===== src/rtl/clock_enable_gen_v.sv =====
`default_nettype none
// ============================================================================
//  Module      : clock_enable_gen_v
//  Description : NUM_CH independent clock-enable channels from one clock.
//                Each channel has its own divisor and mode (HALT/RUN/STEP).
//                It produces a one-cycle tick, a 50%-duty divided level and
//                a running flag. None of these outputs is used as a clock.
//  Revision    : 1.0  initial release
// ============================================================================
module clock_enable_gen_v #(
    parameter int          NUM_CH      = 4,
    parameter int          CNT_W       = 16,
    parameter int          CH_W        = 2,
    parameter int          DEFAULT_DIV = 50,
    parameter logic [1:0]  RESET_MODE  = 2'b01
) (
    input  logic              clock,
    input  logic              reset,
    input  logic              cfg_we,
    input  logic [CH_W-1:0]   cfg_ch,
    input  logic [CNT_W-1:0]  cfg_div,
    input  logic [1:0]        cfg_mode,
    input  logic [NUM_CH-1:0] step,
    output logic [NUM_CH-1:0] tick,
    output logic [NUM_CH-1:0] clk_lvl,
    output logic [NUM_CH-1:0] running
);

    localparam logic [1:0]       c_mode_run  = 2'b01;
    localparam logic [1:0]       c_mode_step = 2'b10;
    localparam logic [CNT_W-1:0] c_one       = CNT_W'(1);
    localparam logic [CNT_W-1:0] c_rst_div   = CNT_W'(DEFAULT_DIV);

    for (genvar i = 0; i < NUM_CH; i++) begin : g_ch
        logic [CNT_W-1:0] cnt_q, cnt_d;
        logic [CNT_W-1:0] div_q, div_d;
        logic [1:0]       mode_q, mode_d;
        logic             tick_q, tick_d;
        logic             lvl_q, lvl_d;
        logic             step_q, step_d;
        logic             running_q, running_d;
        logic [CNT_W-1:0] w_div_eff;
        logic             w_wr;

        // A divisor of zero behaves as one; the write strobe is decoded per channel.
        // An out-of-range cfg_ch never matches any channel index.
        assign w_div_eff = (div_q == '0) ? c_one : div_q;
        assign w_wr      = cfg_we && (cfg_ch == CH_W'(i));

        // Next-state: a config write overrides the mode behaviour, including a step edge.
        always_comb begin
            cnt_d     = cnt_q;
            div_d     = div_q;
            mode_d    = mode_q;
            tick_d    = 1'b0;
            lvl_d     = lvl_q;
            step_d    = step[i];
            if (w_wr) begin
                div_d  = cfg_div;
                mode_d = cfg_mode;
                cnt_d  = '0;
            end else begin
                case (mode_q)
                    c_mode_run: begin
                        if (cnt_q == w_div_eff - c_one) begin
                            cnt_d  = '0;
                            tick_d = 1'b1;
                            lvl_d  = ~lvl_q;
                        end else begin
                            cnt_d  = cnt_q + c_one;
                        end
                    end
                    c_mode_step: begin
                        cnt_d = '0;
                        if (step[i] && !step_q) begin
                            tick_d = 1'b1;
                            lvl_d  = ~lvl_q;
                        end
                    end
                    default: begin
                        // HALT (00 and 11): counter and level frozen, no tick.
                        cnt_d = cnt_q;
                    end
                endcase
            end
            running_d = (mode_d == c_mode_run);
        end

        // Channel state registers with synchronous reset.
        always_ff @(posedge clock) begin
            if (reset) begin
                cnt_q     <= '0;
                div_q     <= c_rst_div;
                mode_q    <= RESET_MODE;
                tick_q    <= 1'b0;
                lvl_q     <= 1'b0;
                step_q    <= 1'b0;
                running_q <= (RESET_MODE == c_mode_run);
            end else begin
                cnt_q     <= cnt_d;
                div_q     <= div_d;
                mode_q    <= mode_d;
                tick_q    <= tick_d;
                lvl_q     <= lvl_d;
                step_q    <= step_d;
                running_q <= running_d;
            end
        end

        assign tick[i]    = tick_q;
        assign clk_lvl[i] = lvl_q;
        assign running[i] = running_q;
    end

endmodule
`default_nettype wire

===== config.mk =====
export PLATFORM = sky130hd
export DESIGN_NAME = clock_enable_gen_v
export DESIGN_NICKNAME = d
export VERILOG_FILES = /design/src/rtl/clock_enable_gen_v.sv
export SDC_FILE = /design/constraint.sdc
export NUM_CORES = 1
export LEC_CHECK = 0
export CORE_MARGIN = 8
export CORE_UTILIZATION = 43
export CTS_CLUSTER_SIZE = 16
export DETAILED_ROUTE_END_ITERATION = 7
export SLEW_MARGIN = 20
export SYNTH_ARGS = -nofsm -noshare
export SYNTH_HDL_FRONTEND = slang
export SYNTH_SLANG_ARGS = --single-unit

===== constraint.sdc =====
create_clock -name clock -period 3.5 [get_ports clock]
set_input_delay 0.875 -clock clock [delete_from_list [all_inputs] [get_ports clock]]
set_output_delay 0.875 -clock clock [all_outputs]
set_load 0.1 [all_outputs]

Word-level counts from Yosys, hierarchy flattened
Cells that the tools add are included.
Word-level totals
  bits in latches: 0
  bits in read-only memories: 0
  flip-flop bits (word level): 152
  memories kept: 0
  logic and storage cells: 140
  output and inout port bits: 12
  RAM bits: 0
Cells by class
  bitwise operators: 8
  shifts and indexed selects: 0
  multiplexer cells: 40
  reduce and logical (&&, ||, !) cells: 29
  equality and inequality tests: 27
  $mul: 0
  add/subtract/negate cells: 8
  divide/modulo/power cells: 0
  order comparisons: 0
Operator list (number)
  $mux W16: 8
  $pmux W16 S2: 4
  $add A16 B1 Y16 const B: 4
  $eq A16 B16 Y1: 4
  $logic_not A16 Y1: 4
  $sub A16 B1 Y16 const B: 4
  $eq A2 B1 Y1 const B: 9
  $mux W1: 16
  $ne A2 B2 Y1 const B: 8
  $pmux W1 S2: 8
  $reduce_and A4 Y1: 4
  $eq A2 B2 Y1 const B: 6
  $logic_and A1 B1 Y1: 8
  $mux W2: 4
  $not A1 Y1: 8
  $reduce_bool A2 Y1: 4
  $reduce_or A2 Y1: 4
  $logic_not A1 Y1: 4
  $logic_not A2 Y1: 1

Logic depth before layout (Yosys ltp)
Gate-level depths: netlist (run 1).
  word-level depth: 6
  depth in mapped cells: 15

Worst setup path before layout (run 1)
Ideal clock, no wire load.
  kind: flip-flop to flip-flop
  start point: reg g_ch[0].div_q[4]
  end point: reg g_ch[0].cnt_q[15]
  period minus slack after synthesis: 3734 ps
  path buffers: 3
  stages on the path, launching flop included: 16
  arrival time: 3617 ps
  library setup time: 117 ps
  setup slack: -234 ps
  cells stage by stage: dfxtp_1 > or4_1 > clkbuf_1 > nor4_1 > a31oi_1 > ha_1 > nor3b_1 > xnor2_1 > and2_1 > o31ai_1 > o2111ai_1 > nor4_1 > clkbuf_1 > clkbuf_1 > o22ai_1 > o2bb2ai_1
Between the ends
  word-level cells in the longest chain between the ends: 6
RTL lines
  start: declaration: line 36  | logic [CNT_W-1:0] div_q, div_d;
  start signal: assignment: line 93  | div_q <= c_rst_div;
  start signal: assignment: line 101  | div_q <= div_d;
  $logic_not A16 Y1: line 47  | assign w_div_eff = (div_q == '0) ? c_one : div_q;
  $mux W16 *: line 47
  $sub A16 B1 Y16 *: line 65  | if (cnt_q == w_div_eff - c_one) begin
  $eq A16 B16 Y1 *: line 65
  $mux W16 *: line 65
  $pmux W16 S2 *: line 63  | case (mode_q)
  end signal: assignment: line 100  | cnt_q <= cnt_d;
  end: declaration: line 35  | logic [CNT_W-1:0] cnt_q, cnt_d;
Every way passes the cells marked *; elsewhere a longest branch is shown, timed or not.
A chain may end at the register's enable or synchronous reset.

Worst setup path in the final report (run 1)
  start point: reg g_ch[2].div_q[0]
  end point: reg g_ch[2].lvl_q
Between the ends
  word-level cells in the longest chain between the ends: 6
RTL lines
  start: declaration: line 36
  start signal: assignment: line 93
  start signal: assignment: line 101
  $logic_not A16 Y1: line 47
  $mux W16 *: line 47
  $sub A16 B1 Y16 *: line 65
  $eq A16 B16 Y1 *: line 65
  $ne A2 B2 Y1 (no line) *
  $reduce_and A4 Y1 (no line) *
  end signal: assignment: line 104  | lvl_q <= lvl_d;
  end: declaration: line 39  | logic lvl_q, lvl_d;
Marks and branches as above.

==> qor.yml, run 1 <==
outcome: "finished clean"
yosys.area_share.xor_xnor_pct: 6.99
root_buffer: "clkbuf_16"
regArea_um2: 3040
wl_met2_um: 11400
synth_nets: 1233
top_layer: "met4"
p_per_area_nw_per_um2: 392
synth_edf_count: 0
drcViolationCount: 0
power_mw: 4.25
synth_compound_area_share_pct: 17.5
area_growth_pct: 20.8
worstSetupPathType: "reg2reg"
start_util_pct: 43.2
met1_length_um: 12100
layout_common_cells: "210 x nand2_1, 152 x dfxtp_1, 115 x buf_4, 84 x a21oi_1, 68 x nand3_1"
path_clk_slew_ns: 0.06
drive_above_1_share_pct: 14.9
finalClockSkew_ns: 0.0130
wl_per_cell_um: 15.9
place.gp.congestion: 0.826
cts_tree: "yes"
fin_crit_ns: 3.41
async_flop_share_pct: 0
cp_data_arrival_time_ns: 3.78
ios: 39
clock_sinks: 152
drtIter0Drc: 556
cts_buffers: 17
rows: 53
grt_pass1_wl_um: 40200
netlist-cell-type-count: 65
power_leakage_nw: 4.27
min_delay_path_depth: 2
synth_top_family_by_area: "simple AND/OR/NAND/NOR gates"
core_um2: 20800
fill_cells: 2023
fmax_mhz: 293
irDropWorstVdd_mv: 0.288
first_global_vias: 7913
htreeDepth: 4
hold_path.class: "reg2reg"
fin_util_pct: 52.2
synth_fa_ha_area_share_pct: 2.23
yosys_warnings: 0
dieArea_um2: 25700
hold_violations: 0
setup_violations: 0
start_kind: "register"
clockBufferDepth: 2
io_buffers: 38
grt_max_degree: 50
end_kind: "register"
slew-limit-headroom_pct: 36.7
synthSimpleGateAreaFrac_pct: 32.5
ys_ff_latch: 152
final_common_cell: "nand2_1"
synth.area.mux_share_pct: 1.37
multi_input_area_um2: 5620
worst_pin_slew_ns: 0.946
wl_met3_um: 884
r2r_cells: 9
ys.flop_type: "dfxtp_1"
routed_via_density: 5.62
maxCapViolCount: 0
grt_usage_pct: 18.7
antenna_cells: 0
cp.required_ns: 3.87
finalCritPeriodShare_pct: 97.4
fp.dieW_um: 160
clk_latency_ns: 0.43
synth_area_per_cell_um2: 7.54
wirelength_um: 24700
antenna_found_initial: 0
seq_area_frac_synth_pct: 33.9
synthCells: 1190
antenna_left: 0
synth_area_um2: 8970
die_h_um: 160
holdWs_ns: 0.486
dpl.hpwl_um: 17800
crit_fanout: 6
final_nets: 1312
drtPass1Iterations: 5
via_count: 8747
finalMaxSlewViolations: 0
grt_overflow: 0
[routing by layer]
| metal | up-vias | track usage, % |
|---|---|---|
| li1 | 4455 | - |
| met1 | 4126 | 25.3 |
| met2 | 149 | 30.4 |
| met3 | 17 | 3.30 |
| met4 | 0 | 4.46 |
| met5 | - | 0 |
[where the power goes]
group          leakage (nW)  switching, mW  internal, mW
Sequential             1.23         0.0625          1.79
Clock                 0.264          0.755          1.01
Combinational          2.77          0.374         0.261
[cell type report]
type                    instances  share of cell area (%)
flip-flops and latches        152                    28.1
well taps                     275                    3.18
repair buffers                144                    10.6
multi-input cells             921                    51.9
clock buffers                  20                    4.21
clock inverters                12                   0.935
inverters                      33                    1.14
[path summary, 6_finish.rpt]
path / startpoint / to / slack [ns]
worst max-delay path: g_ch[2].div_q[0] / g_ch[2].lvl_q / 0.09
worst min-delay path: g_ch[0].div_q[7] / g_ch[0].div_q[7] / 0.49
worst max register to register: g_ch[2].div_q[0] / g_ch[2].lvl_q / 0.09
worst min register to register: g_ch[0].div_q[7] / g_ch[0].div_q[7] / 0.49
[flip-flops by register name, summed over array words and instances, names as in the netlist]
signal / count
g_ch.tick_q: 4
g_ch.cnt_q: 64
g_ch.div_q: 64
g_ch.mode_q: 8
g_ch.step_q: 4
g_ch.running_q: 4
g_ch.lvl_q: 4
[cell usage after synthesis, drive strengths merged, types with 26 or more instances]
library cell,number,share of area [%]
nand3,68,3.8
and3,38,2.6
xnor2,42,4.1
dfxtp,152,34
o21ai,31,1.7
a21oi,86,4.8
nor2,60,2.5
or4,26,2.3
xor2,27,2.6
a31oi,32,2.2
clkbuf,63,2.6
nand2,211,8.8
inv,33,1.4
nor3,42,2.3
[stage by stage]
step	setup TNS [ns]	instance area, µm²	worst slack (ns)	cells
final	0	10800	0.0917	1557
after global routing	-0.0366	10800	-0.0366	1557
after CTS	0	10700	0.0113	1552
after detailed placement	-0.291	10100	-0.0662	1520
after global placement	-0.0451	10100	-0.0320	1520
after floorplan	-0.0183	9000	-0.0183	1190
[critical path, cell delays in order (launching register included)]
cell     delay, ns
dfxtp_1       0.31
or4_4         0.56
buf_4         0.17
or3_4         0.38
or4_4         0.55
a21oi_2       0.13
o21ai_1       0.08
or4_4         0.59
or4_1         0.48
nand4_1       0.10
[repair_timing]
action / CTS / global route
endpoints found under the setup margin: 16 / 55
buffers inserted: 0 / 3
gates resized for setup: 5 / 25
pin swaps: 0 / 7
gates cloned: 0 / 2
hold buffers: 0 / 0
[kinds of logic after synthesis]
| logic type | Yosys count |
|---|---|
| buffers and inverters | 117 |
| XOR/XNOR | 70 |
| adder cells (fa/ha/maj) | 16 |
| flip-flops | 152 |
| multiplexers | 12 |
| AO/OA/AOI/OAI | 247 |
| AND/OR/NAND/NOR | 576 |
Note: power is estimated with default switching activity, not from simulation.
==> run 2: changes to the inputs <==
Settings changed: CORE_MARGIN 8 to default.
==> qor.yml, run 2 (synthesis gave the netlist of run 1 again) <==
grt_max_degree: 41  # -18%
wl_per_cell_um: 15.7  # -0.73%
clk_latency_ns: 0.43  # about the same
final.setup.tns_ns: 0  # unchanged
end_kind: "register"
cts_buffers: 17  # unchanged
path_clk_slew_ns: 0.06  # about the same
antenna_cells: 0  # unchanged
start_kind: "register"
fp.dieW_um: 146  # -8.7%
grt_overflow: 0  # unchanged
worst_pin_slew_ns: 1.01  # +0.0641 ns
ctsHoldBuffers: 0  # unchanged
dp.cells: 1517  # -0.20%
wirelength_um: 24500  # -0.79%
largest_registers: "g_ch.cnt_q: 64 flops, g_ch.div_q: 64 flops, g_ch.mode_q: 8 flops"
grtUsageMet2_pct: 36.7  # +6.3 points
drtIter0Drc: 593  # +6.7%
final_cells: 1556  # -0.064%
setup_violations: 0  # unchanged
cp.required_ns: 3.82  # -0.05 ns
root_buffer: "clkbuf_16"
hold_violations: 0  # unchanged
finalMaxSlewViolations: 0  # unchanged
via_count: 8716  # -0.35%
first_global_vias: 7778  # -1.7%
place.gp.congestion: 0.835  # +1.0%
power_leakage_nw: 4.35  # +1.8%
io_buffers: 38  # unchanged
grt_pass1_wl_um: 39500  # -1.7%
use_met1_pct: 31.3  # +6.0 points
antenna_found_initial: 0  # unchanged
clock_sinks: 152  # unchanged
drive_above_1_share_pct: 14.9  # +0.031 points
finalCritPeriodShare_pct: 98.0  # +0.61 points
hold_path.class: "reg2reg"
fmax_mhz: 292  # -0.62%
irDropWorstVdd_mv: 0.288  # about the same
core_um2: 20400  # -1.9%
antenna_left: 0  # unchanged
crit_fanout: 5  # -1
maxCapViolCount: 0  # unchanged
slew-limit-headroom_pct: 32.4  # -4.3 points
ios: 39  # unchanged
p_per_area_nw_per_um2: 407  # +3.8%
outcome: "finished clean"
routed_via_density: 5.60  # -0.29%
cp_data_arrival_time_ns: 3.75  # -0.03 ns
worstSetupPathType: "reg2reg"
cts_tree: "yes"
drcViolationCount: 0  # unchanged
busiest_layer: "met2"
dpl.hpwl_um: 17300  # -2.8%
final_nets: 1318  # +0.46%
grt_usage_pct: 22.8  # +4.0 points
start_util_pct: 44.1  # +0.83 points
final_common_cell: "nand2_1"
rows: 52  # -1.9%
finalClockSkew_ns: 0.0112  # -0.00178 ns
clockBufferDepth: 2  # unchanged
fin_crit_ns: 3.43  # +0.0212 ns
layout_common_cells: "210 x nand2_1, 152 x dfxtp_1, 119 x buf_4, 84 x a21oi_1, 68 x nand3_1"
met3_usage_pct: 3.44  # +0.14 points
area_growth_pct: 22.5
drtPass1Iterations: 5  # unchanged
htreeDepth: 4  # unchanged
dieArea_um2: 21400  # -17%
die_h_um: 146  # -8.7%
[run 2: metal layers]
metal	vias to the layer above	wire length, µm
met4	0	437
met2	184	11200
met3	29	939
met5	-	0
li1	4461	-
met1	4042	11900
[run 2: final cells by class]
| cell class | instances | area [µm²] |
|---|---|---|
| fill | 1937 | 9370 |
| multi-input combinational | 921 | 5650 |
| sequential | 152 | 3040 |
| timing repair buffer | 150 | 1230 |
| clock buffer | 20 | 437 |
| tap | 270 | 338 |
| clock inverter | 10 | 178 |
| inverter | 33 | 124 |
[run 2: repair_timing]
action                                  4_1_cts  5_1_grt
endpoints found under the setup margin       20       58
endpoints found under the hold margin         0        0
gates cloned                                  0        3
pin swaps                                     2       12
buffers inserted                              1        5
resized for setup                             5       29
[run 2: critical path, cell delays in order (launching register included)]
cell and delay [ns]:
dfxtp_1 0.35, or4_4 0.52, nor4_4 0.31, a31oi_1 0.16, ha_1 0.25, nor3b_2 0.19, xnor2_1 0.12, and2_1 0.18
o31ai_4 0.20, o2111ai_2 0.16, nor4_4 0.33, clkbuf_16 0.21, nor4_1 0.05, a211o_1 0.27
[run 2: power by group]
part           total (mW)  internal [mW]  switching, mW
Clock                1.97           1.25          0.723
Combinational       0.652          0.268          0.384
Sequential           1.85           1.79         0.0624
[run 2: final timing paths]
check / from / endpoint / slack (ns) / depth (start not counted)
setup / recovery: g_ch[0].div_q[6] / g_ch[0].cnt_q[8] / 0.07 / 13
hold / removal: g_ch[0].div_q[7] / g_ch[0].div_q[7] / 0.49 / 2
setup reg to reg: g_ch[0].div_q[6] / g_ch[0].cnt_q[8] / 0.07 / 13
hold reg to reg: g_ch[0].div_q[7] / g_ch[0].div_q[7] / 0.49 / 2
[run 2: through the flow]
stage / instance area (µm²) / hold slack (ns) / setup slack (ns) / util, % / total power [mW]
global placement: 10100 / 0.469 / -0.0565 / 49.8 / 2.50
floorplan: 9000 / 0.444 / -0.0183 / - / 2.29
finish: 11000 / 0.490 / 0.0704 / 54.0 / 4.48
detailed placement: 10100 / 0.475 / -0.172 / 49.8 / 2.50
CTS: 10800 / 0.484 / 0.0124 / 52.9 / 4.49
global route: 11000 / 0.505 / -0.0380 / 54.0 / 4.67
==> run 3: changes to the inputs <==
Clock period 3.5 ns to 3.67 ns, I/O delays scaled along.
==> qor.yml, run 3 (synthesis gave the netlist of run 1 again) <==
hold_violations: 0  # unchanged
clk_latency_ns: 0.43  # about the same
pwr-share-comb_pct: 13.7  # -0.9 points
drcViolationCount: 0  # unchanged
clock_sinks: 152  # unchanged
slowest_stage: "or4_4"
start_util_pct: 44.1  # unchanged
setup_violations: 0  # unchanged
dpl.hpwl_um: 17300  # -0.36%
grt_max_degree: 42  # +2.4%
io_buffers: 38  # unchanged
end_kind: "register"
dp.cells: 1496  # -1.4%
via_count: 8573  # -1.6%
drtIter0Drc: 505  # -15%
grt_usage_pct: 22.4  # -0.37 points
cp.required_ns: 4.04  # +0.22 ns
r2r_setup_slack_ns: 0.19  # +0.12 ns
antenna_found_initial: 0  # unchanged
clockPowerShare_pct: 44.6  # +0.5 points
hold_path.class: "reg2reg"
finalMaxSlewViolations: 0  # unchanged
place_area_um2: 9970  # -1.7%
antenna_left: 0  # unchanged
r2r_start: "g_ch[2].div_q[5]"
r2r_cells: 11  # -2
place.gp.congestion: 0.851  # +2.0%
critPathMaxStageDelay_ns: 0.56  # +0.04 ns
final.setup.tns_ns: 0  # unchanged
grt_overflow: 0  # unchanged
crit_chain: "or4_4 -> nor3_2 -> a21oi_1 -> ha_2 -> xnor2_1 -> a211oi_1 -> a41oi_1 -> a2111o_1 -> or4_4 -> or4_1 -> nand4_1"
layout_common_cells: "210 x nand2_1, 152 x dfxtp_1, 86 x a21oi_1, 84 x buf_4, 68 x nand3_1"
cts_buffers: 17  # unchanged
power.internal_mw: 3.11  # -6.0%
start_kind: "register"
maxCapViolCount: 0  # unchanged
final_cells: 1528  # -1.8%
ios: 39  # unchanged
clockBufferDepth: 2  # unchanged
area_growth_pct: 18.6
cts_tree: "yes"
timing.rr.end: "g_ch[2].lvl_q"
first_global_vias: 7697  # -1.0%
wl_per_cell_um: 15.7  # -0.51%
antenna_cells: 0  # unchanged
rows: 52  # unchanged
slew-limit-headroom_pct: 34.5  # +2.1 points
worst_pin_slew_ns: 0.980  # -0.0302 ns
p_sw_mw: 1.12  # -3.9%
drive_above_1_share_pct: 11.2  # -3.7 points
hold_end: "g_ch[0].div_q[7]"
core_um2: 20400  # unchanged
irDropWorstVdd_mv: 0.318  # +10%
crit_path_frequent_cell: "or4_4"
wirelength_um: 23900  # -2.3%
htreeDepth: 4  # unchanged
outcome: "finished clean"
drtPass1Iterations: 7  # +2
holdWs_ns: 0.490  # -0.000323 ns
stdcell_area_um2: 10600  # -3.2%
finalCritPeriodShare_pct: 94.9  # -3.1 points
routed_via_density: 5.61  # +0.16%
path_clk_slew_ns: 0.06  # about the same
swShare_pct: 26.5  # +0.41 points
final_nets: 1288  # -2.3%
root_buffer: "clkbuf_16"
fp.dieW_um: 146  # unchanged
worstSetupPathType: "reg2reg"
rsz0062_at_grt: "false"
p_per_area_nw_per_um2: 398  # -2.3%
fin_crit_ns: 3.48  # +0.0518 ns
final_common_cell: "nand2_1"
finalClockSkew_ns: 0.00810  # -0.00315 ns
min_from: "g_ch[0].div_q[7]"
crit_fanout: 5  # unchanged
dieArea_um2: 21400  # unchanged
seqPwrFrac_pct: 41.7  # +0.3 points
grt_pass1_wl_um: 39000  # -1.3%
ctsHoldBuffers: 0  # unchanged
dp_slack_ns: -0.00528  # +0.166 ns
fmax_mhz: 287  # -1.5%
die_h_um: 146  # unchanged
power_leakage_nw: 4.16  # -4.3%
largest_registers: "g_ch.cnt_q: 64 flops, g_ch.div_q: 64 flops, g_ch.mode_q: 8 flops"
cp_data_arrival_time_ns: 3.85  # +0.10 ns
setup_ws_ns: 0.189  # +0.118 ns
min_delay_path_depth: 2  # unchanged
## run 3: changes by cell type in the layout (fill, tap and decap cells not counted), sizes merged
cell           previous run  this run
buf                     123        86
clkdlybuf4s50            25        34
clkinvlp                  1         4
bufinv                    5         4
clkbuf                   21        20
clkdlybuf4s15             1         0
## run 3: through the flow
stage	util, %	total power [mW]
after floorplan	-	2.18
after global placement	48.9	2.37
after detailed placement	48.9	2.37
after CTS	52.1	4.26
after global routing	52.3	4.42
final	52.3	4.24
## run 3: how the worst max path moves through the flow
stage                      start                 to  slack (ns)  depth (start not counted)
6_report        g_ch[2].div_q[5]      g_ch[2].lvl_q        0.19                         11
5_1_grt         g_ch[2].div_q[5]      g_ch[2].lvl_q        0.02                         11
4_1_cts         g_ch[2].div_q[5]      g_ch[2].lvl_q        0.05                         11
3_5_place_dp    g_ch[2].div_q[5]  g_ch[2].cnt_q[15]      -0.005                         11
3_3_place_gp   g_ch[0].div_q[10]   g_ch[0].cnt_q[8]        0.16                         13
2_1_floorplan   g_ch[3].div_q[5]  g_ch[3].cnt_q[15]        0.02                         13
## run 3: routing by layer
layer  vias up  track usage, %  part of all wire, %
met1      4003            31.4                   50
met4         0            6.98                  1.9
met3        24            3.84                  3.3
met2       139            34.7                   44
li1       4407               -                    -
met5         -               0                    0
## run 3: worst max-delay path: cells and delay by family (launching register included)
family / cells / cell delay (ns)
AOI/OAI and AO/OA: 4 / 0.90
adders and majority gates: 1 / 0.23
and+or+nand+nor: 5 / 1.82
DFF: 1 / 0.35
xor gates and xnor gates: 1 / 0.13
## run 3: area by class of cell
class                      instances  area [µm²]
multi-input combinational        921        5510
clock inverter                    12         174
sequential                       152        3040
timing repair buffer             120         996
tap                              270         338
clock buffer                      20         457
fill                            1939        9720
inverter                          33         124
## run 3: power by group through the flow
stage | Sequential (mW) | Combinational (mW) | Clock (mW)
2_1_floorplan | 1.79 | 0.389 | 0
3_3_place_gp | 1.80 | 0.568 | 0
3_5_place_dp | 1.80 | 0.572 | 0
4_1_cts | 1.77 | 0.576 | 1.92
5_1_grt | 1.78 | 0.635 | 2.00
6_report | 1.77 | 0.578 | 1.89
## run 3: repair_timing
action                                  in CTS  in global routing
endpoints found under the hold margin        0                  0
pin swaps                                    0                  1
resized for setup                            1                  9
endpoints found under the setup margin       2                 44
buffers inserted                             0                  0
